[config.mk]
export PLATFORM = sky130hd
export DESIGN_NAME = trace_record_assembler
export DESIGN_NICKNAME = d
export VERILOG_FILES = /design/src/rtl/trace_record_assembler.sv
export SDC_FILE = /design/constraint.sdc
export NUM_CORES = 2
export LEC_CHECK = 0
export CAP_MARGIN = 40
export CORE_MARGIN = 2
export CORE_UTILIZATION = 40
export CTS_CLUSTER_DIAMETER = 60
export CTS_CLUSTER_SIZE = 20
export DETAILED_ROUTE_END_ITERATION = 10
export PLACE_DENSITY = 0.64
export SYNTH_ARGS = -nofsm -noshare
export SYNTH_HDL_FRONTEND = slang
export SYNTH_SLANG_ARGS = --single-unit
[constraint.sdc]
create_clock -name clk -period 6.7 [get_ports clk]
set_input_delay 1.34 -clock clk [delete_from_list [all_inputs] [get_ports clk]]
set_output_delay 1.34 -clock clk [all_outputs]
set_load 0.005 [all_outputs]
[src/rtl/trace_record_assembler.sv]
// Collects per-stage start/end timestamps for up to DEPTH in-flight instructions
// and releases each finished trace record in allocation order over valid/ready.
module trace_record_assembler #(
  parameter  int DATA_WIDTH = 32,
  parameter  int ADDR_WIDTH = 32,
  parameter  int TIME_WIDTH = 32,
  parameter  int DEPTH      = 4,
  localparam int TAG_W      = $clog2(DEPTH)
) (
  input  logic                    clk,
  input  logic                    rst,
  input  logic                    alloc_valid,
  output logic                    alloc_ready,
  input  logic [DATA_WIDTH-1:0]   alloc_instr,
  input  logic [ADDR_WIDTH-1:0]   alloc_addr,
  input  logic                    alloc_pass_through,
  output logic [TAG_W-1:0]        alloc_tag,
  input  logic [2:0]              evt_valid,
  input  logic [3*TAG_W-1:0]      evt_tag,
  input  logic [2:0]              evt_end,
  input  logic                    if_end_valid,
  input  logic [TAG_W-1:0]        if_end_tag,
  input  logic                    flush,
  output logic                    out_valid,
  input  logic                    out_ready,
  output logic [DATA_WIDTH-1:0]   out_instr,
  output logic [ADDR_WIDTH-1:0]   out_addr,
  output logic                    out_pass_through,
  output logic [8*TIME_WIDTH-1:0] out_times,
  output logic [15:0]             err_count,
  output logic [TIME_WIDTH-1:0]   now
);

  logic [DEPTH-1:0]      slot_valid, slot_complete, slot_pt;
  logic [DATA_WIDTH-1:0] slot_instr [DEPTH];
  logic [ADDR_WIDTH-1:0] slot_addr  [DEPTH];
  logic [TIME_WIDTH-1:0] slot_times [DEPTH][8];
  logic [TAG_W-1:0]      head, tail;
  logic [TIME_WIDTH-1:0] counter;

  logic                  alloc_fire, pop;
  logic [TAG_W-1:0]      stage_tag [3];
  logic [2:0]            evt_ok;
  logic                  if_ok;
  logic [2:0]            bad_cnt;
  logic [16:0]           err_sum;

  assign now         = counter;
  assign alloc_ready = ~(&slot_valid);
  assign alloc_tag   = tail;
  assign alloc_fire  = alloc_valid & alloc_ready;

  assign out_valid        = slot_valid[head] & slot_complete[head];
  assign out_instr        = slot_instr[head];
  assign out_addr         = slot_addr[head];
  assign out_pass_through = slot_pt[head];
  assign pop              = out_valid & out_ready;

  always_comb begin
    out_times = '0;
    for (int j = 0; j < 8; j++)
      out_times[(7-j)*TIME_WIDTH +: TIME_WIDTH] = slot_times[head][j];
  end

  // The slot being allocated this cycle is still invalid, so events to it are rejected.
  always_comb begin
    bad_cnt = '0;
    for (int i = 0; i < 3; i++) begin
      stage_tag[i] = evt_tag[i*TAG_W +: TAG_W];
      evt_ok[i]    = evt_valid[i] & slot_valid[stage_tag[i]];
      bad_cnt      = bad_cnt + {2'b00, evt_valid[i] & ~evt_ok[i]};
    end
    if_ok   = if_end_valid & slot_valid[if_end_tag];
    bad_cnt = bad_cnt + {2'b00, if_end_valid & ~if_ok};
  end

  assign err_sum = {1'b0, err_count} + {14'b0, bad_cnt};

  always_ff @(posedge clk) begin
    if (rst) begin
      counter   <= '0;
      err_count <= '0;
      head      <= '0;
      tail      <= '0;
      // NOTE: record storage is reset too, so out_* read as zero after reset.
      for (int d = 0; d < DEPTH; d++) begin
        slot_valid[d]    <= 1'b0;
        slot_complete[d] <= 1'b0;
        slot_pt[d]       <= 1'b0;
        slot_instr[d]    <= '0;
        slot_addr[d]     <= '0;
        for (int j = 0; j < 8; j++) slot_times[d][j] <= '0;
      end
    end else begin
      counter   <= counter + 1'b1;
      err_count <= err_sum[16] ? 16'hFFFF : err_sum[15:0];
      if (flush) begin
        head <= '0;
        tail <= '0;
        for (int d = 0; d < DEPTH; d++) begin
          slot_valid[d]    <= 1'b0;
          slot_complete[d] <= 1'b0;
          slot_pt[d]       <= 1'b0;
          slot_instr[d]    <= '0;
          slot_addr[d]     <= '0;
          for (int j = 0; j < 8; j++) slot_times[d][j] <= '0;
        end
      end else begin
        if (if_ok) begin
          slot_times[if_end_tag][1] <= counter;
          if (slot_pt[if_end_tag]) slot_complete[if_end_tag] <= 1'b1;
        end
        for (int i = 0; i < 3; i++) begin
          if (evt_ok[i] && !slot_pt[stage_tag[i]]) begin
            slot_times[stage_tag[i]][{2'(i + 1), evt_end[i]}] <= counter;
            if (i == 2 && evt_end[i]) slot_complete[stage_tag[i]] <= 1'b1;
          end
        end
        if (alloc_fire) begin
          slot_valid[tail]    <= 1'b1;
          slot_complete[tail] <= 1'b0;
          slot_pt[tail]       <= alloc_pass_through;
          slot_instr[tail]    <= alloc_instr;
          slot_addr[tail]     <= alloc_addr;
          slot_times[tail][0] <= counter;
          for (int j = 1; j < 8; j++) slot_times[tail][j] <= '0;
          tail <= tail + 1'b1;
        end
        // NOTE: the pop is written last so its clear wins over same-cycle events to the head.
        if (pop) begin
          slot_valid[head]    <= 1'b0;
          slot_complete[head] <= 1'b0;
          slot_pt[head]       <= 1'b0;
          slot_instr[head]    <= '0;
          slot_addr[head]     <= '0;
          for (int j = 0; j < 8; j++) slot_times[head][j] <= '0;
          head <= head + 1'b1;
        end
      end
    end
  end

endmodule
==> impl_metrics.tcl <==
set metrics [dict create \
    syn_inst 6142 \
    path_class "input pin to flip-flop" \
    avgSynthCellArea_um2 9.22 \
    max_freq_mhz 208 \
    drv_cap 0 \
    r2r_start "slot_valid[3]" \
    coreArea_um2 141000 \
    placed_area_um2 62600 \
    cts_buffers 111 \
    maxSlewViolCount 0 \
    irDropWorstVdd_mv 0.209 \
    vias_per_cell 5.95 \
    fin_skew_ps 39.5 \
    yosysUniqueCellTypes 65 \
    hold_path.startpoint "slot_addr[2][11]" \
    rsz0062_at_grt "no" \
    seq_power_share_pct 51.0 \
    period_minus_slack_ps 4810 \
    layout_common_cells "dfxtp_1, nand2_1, a21oi_1, nand3_1, nor2_1" \
    drive_above_1_share_pct 12.3 \
    syn_to_final_growth_pct 17.8 \
    synth-edff-count 0 \
    p_sw_share_pct 24.5 \
    final_antenna_net_count 0 \
    cts.repair.resized 0 \
    h-tree-depth 3 \
    cts_buffer_depth 3 \
    finalSetupViolations 0 \
    rr_worst_depth 10 \
    grt_start_max_net_pins 219 \
    status "finished, final reports clean" \
    finalWeightedCongestion 0.829 \
    die_w_um 380 \
    p_leak_nw 22.6 \
    worst_setup_path_end_kind "flip-flop" \
    hold_path_depth 2 \
    grt_pass1_wl_mm 298 \
    cts.sinks 1346 \
    detail_route.wl_per_cell_um 24.8 \
    numPortBuffers 457 \
    p_int_w 0.0119 \
    holdPathEnd "slot_addr[2][11]" \
    yosysSeqAreaShare_pct 47.6 \
    clk_pin_slew_worst_paths_ps 70 \
    cts_hold_buf 0 \
    dp_hpwl_mm 116 \
    start_util_pct 40.1 \
    grt_overflow 0 \
    die_h_um 380 \
    design_area_um2 66700 \
    worstPathRequired_ps 7370 \
    antenna_found_initial 15 \
    worstPathMaxFanout 12 \
    min_path_type "flip-flop to flip-flop" \
    syn_nets 6240 \
    dieArea_um2 145000 \
    dr.first_iter.drc_count 5318 \
    cts_tree "done" \
    nNetsFinal 6239 \
    yosysTopAreaCell "dfxtp_1" \
    p_comb_share_pct 3.4 \
    slew_headroom_pct 25.6 \
    io-pin-count 458 \
    insertion_delay_ps 760 \
    yosysTopAreaCellShare_pct 47.6 \
    rows 138 \
    reg2reg_slack_ps 2610 \
    first_pass_iters 6 \
    drc_errors 0 \
    finalSetupTns_ps 0 \
    final_common_cell "dfxtp_1" \
    mappedNetlistArea_um2 56600 \
    routed_wl_mm 202 \
    finalHoldViolCount 0 \
    vias 48400 \
    worstReg2RegEnd "err_count[1]" \
    grt.total_usage_pct 26.6 \
    powerDensity_nw_per_um2 237 \
    async_reset_ff_share_pct 0 \
    start_kind "input pin" \
    worst_slew_pin_slew_ps 1120 \
    ys_seq_elements 1346 \
    finalCritPeriodShare_pct 71.8 \
    synthTopCellsByArea "dfxtp_1, mux4_2, a21oi_1" \
    cts_setup_buffers 0 \
    crit_arrival_ps 5480 \
    synth-main-ff-cell "dfxtp_1" \
    grt_pass1_vias 45900 \
    net-switching-power_w 0.00387 \
    yosys_warnings 0 \
    cts-root-buf "clkbuf_16" \
    pwr-share-clk_pct 45.6 \
]
state kept, by name, summed over array words and instances (netlist names), named ones only:
name	cells
alloc_tag	2
err_count	16
head	2
now	32
slot_addr	128
slot_complete	4
slot_instr	128
slot_pt	4
slot_times	1024
slot_valid	4
through the flow:
step	worst slack [ps]	std cells	hold slack (ps)	util [%]	power, W
floorplan	2120	6142	433	-	0.00850
global placement	893	7899	438	44.1	0.00878
detailed placement	1230	7918	443	44.4	0.00879
CTS	1860	8126	454	47.2	0.0159
global route	1730	8128	468	47.2	0.0162
finish	1890	8138	452	47.3	0.0158
Yosys cell counts, drive strengths merged, types with 9 or more instances:
cell,instances
dfxtp,1346
nand2,943
a21oi,782
nand3,568
nor2,536
clkbuf,505
a22oi,387
mux4,325
buf,201
mux2i,117
nor3,80
and2,51
nand3b,33
a211oi,24
inv,23
nand4,18
or4,18
xnor2,18
mux2,15
o21ai,15
o31ai,13
or3,13
and4,11
a311oi,10
a31oi,10
ha,10
nor2b,9
worst max path at each step:
stage | from | endpoint | slack (ps) | cells past startpoint
CTS | flip-flop | out_times[121] | 1860 | 3
detailed placement | evt_tag[4] | err_count[1] | 1230 | 11
finish | evt_tag[4] | err_count[1] | 1890 | 11
global route | evt_tag[4] | err_count[10] | 1730 | 11
floorplan | evt_tag[4] | err_count[10] | 2120 | 12
global placement | evt_tag[4] | err_count[1] | 890 | 11
cell families (layout without fill, tap and decap cells):
| kind of cell | Yosys count | count (layout) | share of synthesized area (%) |
|---|---|---|---|
| XOR/XNOR | 21 | 21 | 0.325 |
| AND/OR/NAND/NOR | 2329 | 2329 | 18.2 |
| other | 0 | 12 | 0 |
| buffers and inverters | 729 | 823 | 5.15 |
| adder cells (fa/ha/maj) | 13 | 13 | 0.327 |
| flip-flops | 1346 | 1346 | 47.6 |
| multiplexers | 457 | 457 | 15.3 |
| AO/OA/AOI/OAI | 1247 | 1247 | 13.1 |
worst max-delay path, cell delays in order:
cell             delay [ps]
clkdlybuf4s50_1         740
mux4_2                  550
nand2b_1                170
fa_1                    440
inv_1                   100
fa_1                    340
fa_1                    330
nand3_1                 150
nor4_1                  530
nand3_1                 520
a21oi_1                 280
final cells by class:
type                            instances  area [um2]
Fill cell                           13200       74400
Tap cell                             1890        2360
Multi-Input combinational cell       4067       27000
Sequential cell                      1346       27000
Clock inverter                         88        1170
Antenna cell                           12        30.0
Timing Repair Buffer                  592        6130
Clock buffer                          120        2850
Inverter                               23        86.3
power by group through the flow:
| stage | clock (W) | combinational [W] | sequential [W] |
|---|---|---|---|
| 6_report | 0.00720 | 0.000542 | 0.00807 |
| 5_1_grt | 0.00761 | 0.000571 | 0.00807 |
| 4_1_cts | 0.00731 | 0.000537 | 0.00807 |
| 3_5_place_dp | 0 | 0.000535 | 0.00825 |
| 3_3_place_gp | 0 | 0.000515 | 0.00826 |
| 2_1_floorplan | 0 | 0.000268 | 0.00823 |
layer usage:
metal  wire (um)  vias up  global-route usage (%)
li1            -    21700                       -
met1       81300    24100                    35.4
met2       92000     2303                    41.7
met3       20000      336                    6.69
met4        8130       14                    10.3
met5          88        -                       0
No activity file was read; power rests on OpenSTA's default activity.
